$ cat config.mk
export PLATFORM = sky130hd
export DESIGN_NAME = pipe_gen_adder
export DESIGN_NICKNAME = d
export VERILOG_FILES = /design/src/rtl/adder_pkg.sv /design/src/rtl/chunk_adder.sv /design/src/rtl/pipe_gen_adder.sv
export SDC_FILE = /design/constraint.sdc
export NUM_CORES = 1
export LEC_CHECK = 0
export CAP_MARGIN = 20
export CORE_MARGIN = 4
export CORE_UTILIZATION = 23
export CTS_BUF_LIST = sky130_fd_sc_hd__clkbuf_2 sky130_fd_sc_hd__clkbuf_4 sky130_fd_sc_hd__clkbuf_8
export DETAILED_ROUTE_END_ITERATION = 7
export SLEW_MARGIN = 20
export SYNTH_ARGS = -nofsm -noshare
export SYNTH_HDL_FRONTEND = slang
export SYNTH_HIERARCHICAL = 1
export SYNTH_SLANG_ARGS = --single-unit
$ cat constraint.sdc
create_clock -name clk -period 2.85 [get_ports clk]
set_input_delay 0.57 -clock clk [delete_from_list [all_inputs] [get_ports clk]]
set_output_delay 0.57 -clock clk [all_outputs]
set_load 0.02 [all_outputs]
$ cat src/rtl/adder_pkg.sv
// Shared constants and helpers for the pipelined adder datapath.
// Mode encoding for the sub input and the per-stage chunk width.
// No logic, no state: compile before any module that imports it.
package adder_pkg;

  localparam logic ADD = 1'b0;
  localparam logic SUB = 1'b1;

  // Bits handled by one pipeline stage; degenerate stage counts fall back to
  // the full width so the caller's elaboration check can report them cleanly.
  function automatic int chunk_width(input int width, input int stages);
    if (stages < 1) begin
      return width;
    end
    return width / stages;
  endfunction

endpackage

$ cat src/rtl/chunk_adder.sv
// One CHUNK-bit ripple-carry slice of the pipelined adder.
// Purely combinational, zero latency.
// No flow control; the enclosing pipeline decides when results are captured.
module chunk_adder #(
  parameter int CHUNK = 4
) (
  input  logic [CHUNK-1:0] a,
  input  logic [CHUNK-1:0] b,
  input  logic             cin,
  output logic [CHUNK-1:0] sum,
  output logic             cout,
  output logic             c_msb
);

  logic [CHUNK:0] carry;

  // Bit-serial ripple: each bit's carry feeds the next; c_msb is the carry
  // entering the top bit, which the last stage needs for signed overflow.
  always_comb begin
    sum      = '0;
    carry    = '0;
    carry[0] = cin;
    for (int i = 0; i < CHUNK; i++) begin
      sum[i]       = a[i] ^ b[i] ^ carry[i];
      carry[i + 1] = (a[i] & b[i]) | (carry[i] & (a[i] ^ b[i]));
    end
  end

  assign cout  = carry[CHUNK];
  assign c_msb = carry[CHUNK-1];

endmodule

$ cat src/rtl/pipe_gen_adder.sv
// Pipelined WIDTH-bit add/subtract, one CHUNK-bit slice per stage.
// Latency STAGES non-stalled cycles, throughput one op per cycle.
// stall freezes every register and masks out_valid; nothing is dropped.
module pipe_gen_adder
  import adder_pkg::*;
#(
  parameter int WIDTH  = 16,
  parameter int STAGES = 4
) (
  input  logic             clk,
  input  logic             reset,
  input  logic             in_valid,
  input  logic [WIDTH-1:0] a,
  input  logic [WIDTH-1:0] b,
  input  logic             c_in,
  input  logic             sub,
  input  logic             stall,
  output logic             out_valid,
  output logic [WIDTH-1:0] sum,
  output logic             c_out,
  output logic             ovf
);

  localparam int NST   = (STAGES < 1) ? 1 : STAGES;
  localparam int CHUNK = chunk_width(WIDTH, NST);
  localparam int LAST  = NST - 1;

  if ((STAGES < 1) || ((WIDTH % NST) != 0)) begin : g_bad_params
    $error("pipe_gen_adder: WIDTH must be a positive multiple of STAGES");
  end

  // Stage k registers: valid, carry out of chunk k, skewed operands (a and
  // the already-conditioned b) and the sum with chunks 0..k filled in.
  // The last stage's sum/carry registers double as the output registers.
  logic [NST-1:0]   v_q, v_d;
  logic [NST-1:0]   c_q, c_d;
  logic [NST-1:0]   msb_d;
  logic             m_q;
  logic [WIDTH-1:0] a_q  [NST];
  logic [WIDTH-1:0] a_d  [NST];
  logic [WIDTH-1:0] bx_q [NST];
  logic [WIDTH-1:0] bx_d [NST];
  logic [WIDTH-1:0] s_q  [NST];
  logic [WIDTH-1:0] s_d  [NST];

  for (genvar k = 0; k < NST; k++) begin : g_stage
    logic [WIDTH-1:0] src_a, src_bx, src_s, s_new;
    logic             src_c, src_v;
    logic [CHUNK-1:0] ck_sum;
    logic             ck_cout, ck_msb;

    if (k == 0) begin : g_head
      // Subtraction is a + ~b + 1: invert b once here and force the carry.
      assign src_a  = a;
      assign src_bx = (sub == SUB) ? ~b : b;
      assign src_s  = '0;
      assign src_c  = (sub == SUB) ? 1'b1 : c_in;
      assign src_v  = in_valid;
    end else begin : g_body
      assign src_a  = a_q[k-1];
      assign src_bx = bx_q[k-1];
      assign src_s  = s_q[k-1];
      assign src_c  = c_q[k-1];
      assign src_v  = v_q[k-1];
    end

    chunk_adder #(.CHUNK(CHUNK)) u_chunk (
      .a     (src_a[k*CHUNK +: CHUNK]),
      .b     (src_bx[k*CHUNK +: CHUNK]),
      .cin   (src_c),
      .sum   (ck_sum),
      .cout  (ck_cout),
      .c_msb (ck_msb)
    );

    // Drop this stage's chunk into the partially built sum.
    always_comb begin
      s_new                    = src_s;
      s_new[k*CHUNK +: CHUNK]  = ck_sum;
    end

    assign v_d[k]   = src_v;
    assign c_d[k]   = ck_cout;
    assign msb_d[k] = ck_msb;
    assign a_d[k]   = src_a;
    assign bx_d[k]  = src_bx;
    assign s_d[k]   = s_new;
  end

  // Advance the whole pipe unless stalled; the output stage only loads on a
  // valid result so sum/c_out/ovf hold the last answer across bubbles.
  always_ff @(posedge clk) begin
    if (reset) begin
      v_q <= '0;
      c_q <= '0;
      m_q <= 1'b0;
      for (int k = 0; k < NST; k++) begin
        a_q[k]  <= '0;
        bx_q[k] <= '0;
        s_q[k]  <= '0;
      end
    end else if (!stall) begin
      v_q <= v_d;
      for (int k = 0; k < NST; k++) begin
        a_q[k]  <= a_d[k];
        bx_q[k] <= bx_d[k];
      end
      for (int k = 0; k < LAST; k++) begin
        s_q[k] <= s_d[k];
        c_q[k] <= c_d[k];
      end
      if (v_d[LAST]) begin
        s_q[LAST] <= s_d[LAST];
        c_q[LAST] <= c_d[LAST];
        m_q       <= msb_d[LAST];
      end
    end
  end

  // The last stage's skewed operands and the inner stages' top-bit carries
  // have no consumer; fold them into a sink so they are visibly intentional.
  logic unused_tail;
  assign unused_tail = ^{a_q[LAST], bx_q[LAST], msb_d};

  // A held result is only offered to the consumer on a cycle it can move.
  assign out_valid = v_q[LAST] & ~stall;
  assign sum       = s_q[LAST];
  assign c_out     = c_q[LAST];
  assign ovf       = m_q ^ c_q[LAST];

endmodule

# Word-level counts from Yosys, hierarchy flattened
# Memory sizes are Yosys's and may differ from the RTL's.
# Cells that the tools add are included.
# op_classes
mux,23
n_bitwise,96
order_cmp,0
n_reduce_logical,1
addsub,0
n_shift,0
multipliers,0
eq_ne,0
div_mod_pow,0
# ops
operator,n
16-bit 2-to-1 mux,13
1-bit AND,33
1-bit bitwise XOR,33
1-bit bitwise OR,28
16-bit NOT,1
1-bit 2-to-1 mux,10
2-bit AND reduction,1
1-bit NOT,1
# totals
register_bits,9
inputBits,38
mem_bits_ro,0
mem_bits_rw,192
mem_count,3
word_cells,127
latchBits,0
output_inout_bits,19
# mem_list
memory,depth,width,read_ports,rd_clocked_by_memory_dff,wr,line_no,text
a_q,4,16,3,0,4,pipe_gen_adder.sv:39,logic [WIDTH-1:0] a_q [NST];
bx_q,4,16,3,0,4,pipe_gen_adder.sv:41,logic [WIDTH-1:0] bx_q [NST];
s_q,4,16,4,0,4,pipe_gen_adder.sv:43,logic [WIDTH-1:0] s_q [NST];

# Longest topological paths before layout
# depth
word_depth,11
ltp_mapped,11
ltp_nobuf,9

# Hierarchy
# The synthesis kept the hierarchy.
# modules_own_cells
module,area_each_um2,n_inst,seq_area_each_um2,cells_per_inst
pipe_gen_adder,3778.6,1,2822.7,243
chunk_adder,110.1,4,0.0,12

# Worst setup path before layout
# Ideal clock, no wire load.
# synth_path
kind,input -> register
startpoint,input reset
endpoint,memory a_q[0][10] (enable)
t_arrival_ps,2533
path_buffers,1
setup_ps,442
required_time_ps,2408
path_slack_ps,-125
stages,2
cell_sequence,buf_2 nand2b_1
# synth_lines
item,line_no,text
start: declaration,pipe_gen_adder.sv:11,"input logic reset,"
end: declaration,pipe_gen_adder.sv:39,

==> qor.txt <==
Synth Area per Inst - 14.5 sq um
Top FF cell, synth - edfxtp_1
Placed cells - 570
Final #Nets - 406
Drt initial violations - 62
Sink Count - 97
Synth top area cells - edfxtp_1, and2_1, fa_1
Delay of the slowest critical-path stage - 0.51 ns
Critical Path AT - 2.86 ns
Core Footprint - 18000 sq um
Critical-path cell list - clkdlybuf4s50_1 -> xor2_2 -> fa_1 -> inv_1 -> fa_1 -> fa_1 -> inv_1 -> fa_1 -> and2_1
Register bit total from synthesis - 97
Data required time of the worst path - 2.98 ns
CP endpoint kind - register
Synth unique cells - 23
Most common library cells after synthesis - edfxtp_1, and2_1, inv_1
Hold Crit Start - v_q[3]
# diodes - 0
Hold Path Sink - v_q[3]
Top cell type's share of synthesized area - 0.626
CTS tree - yes
Outcome - completed
Final setup fails - 0
EDFF count, synth - 88
Pre-antenna DRT Iters - 3
Type of origin of the critical path - primary input
Initial antenna violation count - 0
Int Power - 2.30 mW
Worst R2R End - s_q[0][51]
WHS Path Cells - 2
Drt wl/cell - 11.2 um
Post-synth ARST share - 0
Clk_lat worst skew - 0.36 ns
Die width - 143 um
Switching share of power - 0.223
Tightest Pin Transition - 0.952 ns
P&R area growth vs syn - 25.7%
Grt total ovfl - 0
Final period utilization - 0.959
HP Class - register to register
Sum Neg Setup Slack - 0 ns
Fraction of layout cells with a size suffix above 1 - 0.0728
Synth Instances - 291
IO buf count - 56
Warnings, synthesis - 6
Vias/cell - 3.52
Worst vdd ir - 0.000212 V
Final Slew Violations - 0
Cell depth of the worst flop-to-flop path - 7
GPL Wtd Cong - 0.695
Number of buffers created by CTS - 9
Max_cap viols - 0
Clk pwr share - 0.339
CP most frequent cell - fa_1
Setup CP Type - primary input to register
Switching pwr - 657 uW
Total track usage - 0.0689
Max-slew headroom at the worst pin - 0.364
Reg2Reg Launch Point - c_q[2]
Die area - 20600 sq um
Hpwl dp - 4.80 mm
Starting density of the core - 0.234
Seq/Total Area, Yosys - 0.669
RSZ-0062 raised after global routing - no
Row cnt - 49
First-pass GRT wire length - 10.9 mm
Number of global-route vias before repair - 2193
Max frequency - 0.366 GHz
Num ports - 57
Overall routed net length - 6.59 mm
Post-route ant nets - 0
Comb pwr share - 0.093
Reg power frac - 0.568
Pin count of the biggest net entering global routing - 61
Crit path max fanout - 1
Synth area leader - edfxtp_1
Worst-case clock buffer depth - 2
Pleak - 2.05 nW
Clock transition at the registers of the reported paths - 0.09 ns
Clock skew - 0.00563 ns
Finished Layout Cells - 586
Cell Pwr Density - 557 nW/um^2
Post-synthesis instance area - 4220 sq um
FILL cells - 1837
Final Hold Fails - 0
DIE HEIGHT - 143 um
Worst reg2reg setup slack - 0.58 ns
Most common cell in the netlist - edfxtp_1
Via count - 2061
H-tree depth - 3
CTS root buf - clkbuf_8
Critical path's slowest cell - clkdlybuf4s50_1
Fin crit period - 2.73 ns
DRC viols - 0
Synth Net Count - 345
==> layer usage <==
| metal | GRT usage | part of all wire | vias to the layer above |
|---|---|---|---|
| met5 | 0 | 0 | - |
| met4 | 0.0446 | 0.028 | 0 |
| met3 | 0.0213 | 0.060 | 13 |
| met2 | 0.0994 | 0.44 | 47 |
| met1 | 0.0892 | 0.47 | 941 |
| li1 | - | - | 1060 |
==> worst max-delay path: cells and delay by family <==
| family | cells | cell delay, ns |
|---|---|---|
| XOR/XNOR | 1 | 0.17 |
| AND/OR/NAND/NOR | 1 | 0.14 |
| buffers and inverters | 3 | 0.64 |
| adder cells (fa/ha/maj) | 4 | 1.35 |
==> area by class of cell <==
cell class	instances	area (sq um)	share of cell area
multi-input cells	150	1210	0.229
repair buffers	62	633	0.119
clock buffers	9	124	0.0234
well taps	229	287	0.0540
clock inverters	7	100	0.0189
flip-flops and latches	97	2820	0.532
inverters	32	120	0.0227
==> power by group through the flow <==
stage	Combinational [mW]	Clock, mW	Sequential [mW]
detailed placement	0.283	0	1.71
finish	0.273	1.00	1.68
floorplan	0.150	0	1.72
CTS	0.283	1.04	1.68
global route	0.316	1.10	1.69
global placement	0.272	0	1.71
==> stage by stage <==
| stage | area (sq um) | utilization | power, mW | setup WS (ns) | hold WS, ns |
|---|---|---|---|---|---|
| after floorplan | 4230 | - | 1.87 | 0.0306 | 0.439 |
| after global placement | 5070 | 0.282 | 1.98 | -0.346 | 0.455 |
| after detailed placement | 5070 | 0.282 | 2.00 | -0.410 | 0.459 |
| after CTS | 5300 | 0.294 | 3.00 | 0.00531 | 0.474 |
| after global routing | 5300 | 0.294 | 3.11 | 0.0497 | 0.510 |
| final | 5300 | 0.294 | 2.95 | 0.117 | 0.473 |
==> sequential cells by signal (all words and copies together) (netlist names) <==
signal / cells
s_q: 40
a_q: 24
bx_q: 24
c_q: 4
v_q: 4
m_q: 1
==> worst max-delay path by stage <==
| stage | end | from | depth (start not counted) | slack, ns |
|---|---|---|---|---|
| after floorplan | s_q[0][3] | sub | 10 | 0.03 |
| after global placement | s_q[0][3] | sub | 10 | -0.35 |
| after detailed placement | s_q[0][3] | sub | 10 | -0.41 |
| after CTS | s_q[0][3] | sub | 10 | 0.005 |
| after global routing | s_q[0][3] | b[0] | 9 | 0.05 |
| final | s_q[0][3] | b[0] | 9 | 0.12 |
==> repair_timing <==
| item | CTS | global route |
|---|---|---|
| hold buffers | 0 | 0 |
| resized for setup | 0 | 1 |
| setup endpoints to repair | 0 | 1 |
| setup buffers | 0 | 0 |
==> layout by cell type, fill, tap and decap left out <==
master	instances
dlymetal6s2s_1	1
nor3b_4	1
nor2_4	1
nand2_1	1
or2_1	1
edfxtp_1	88
inv_1	32
xnor2_1	12
nand2b_4	1
nor2_1	18
nand2b_1	4
o21ai_1	2
clkinv_1	1
clkdlybuf4s50_1	55
inv_8	2
nor2b_1	2
dfxtp_1	9
clkbuf_8	9
buf_12	2
buf_4	4
xor2_1	4
fa_1	16
nand4bb_1	2
xor2_2	1
or2_2	1
mux2i_1	6
a21oi_1	1
inv_6	1
bufinv_16	2
and2_1	76
clkinv_2	1
==> cells by family after synthesis <==
logic type	Yosys count	synth area share
simple gates	108	0.155
flops	97	0.669
buf+inv	44	0.0466
xor+xnor	17	0.0353
fa+ha+maj	16	0.0759
mux	6	0.0142
compound gates	3	0.00356
No activity file was read; power rests on OpenSTA's default activity.
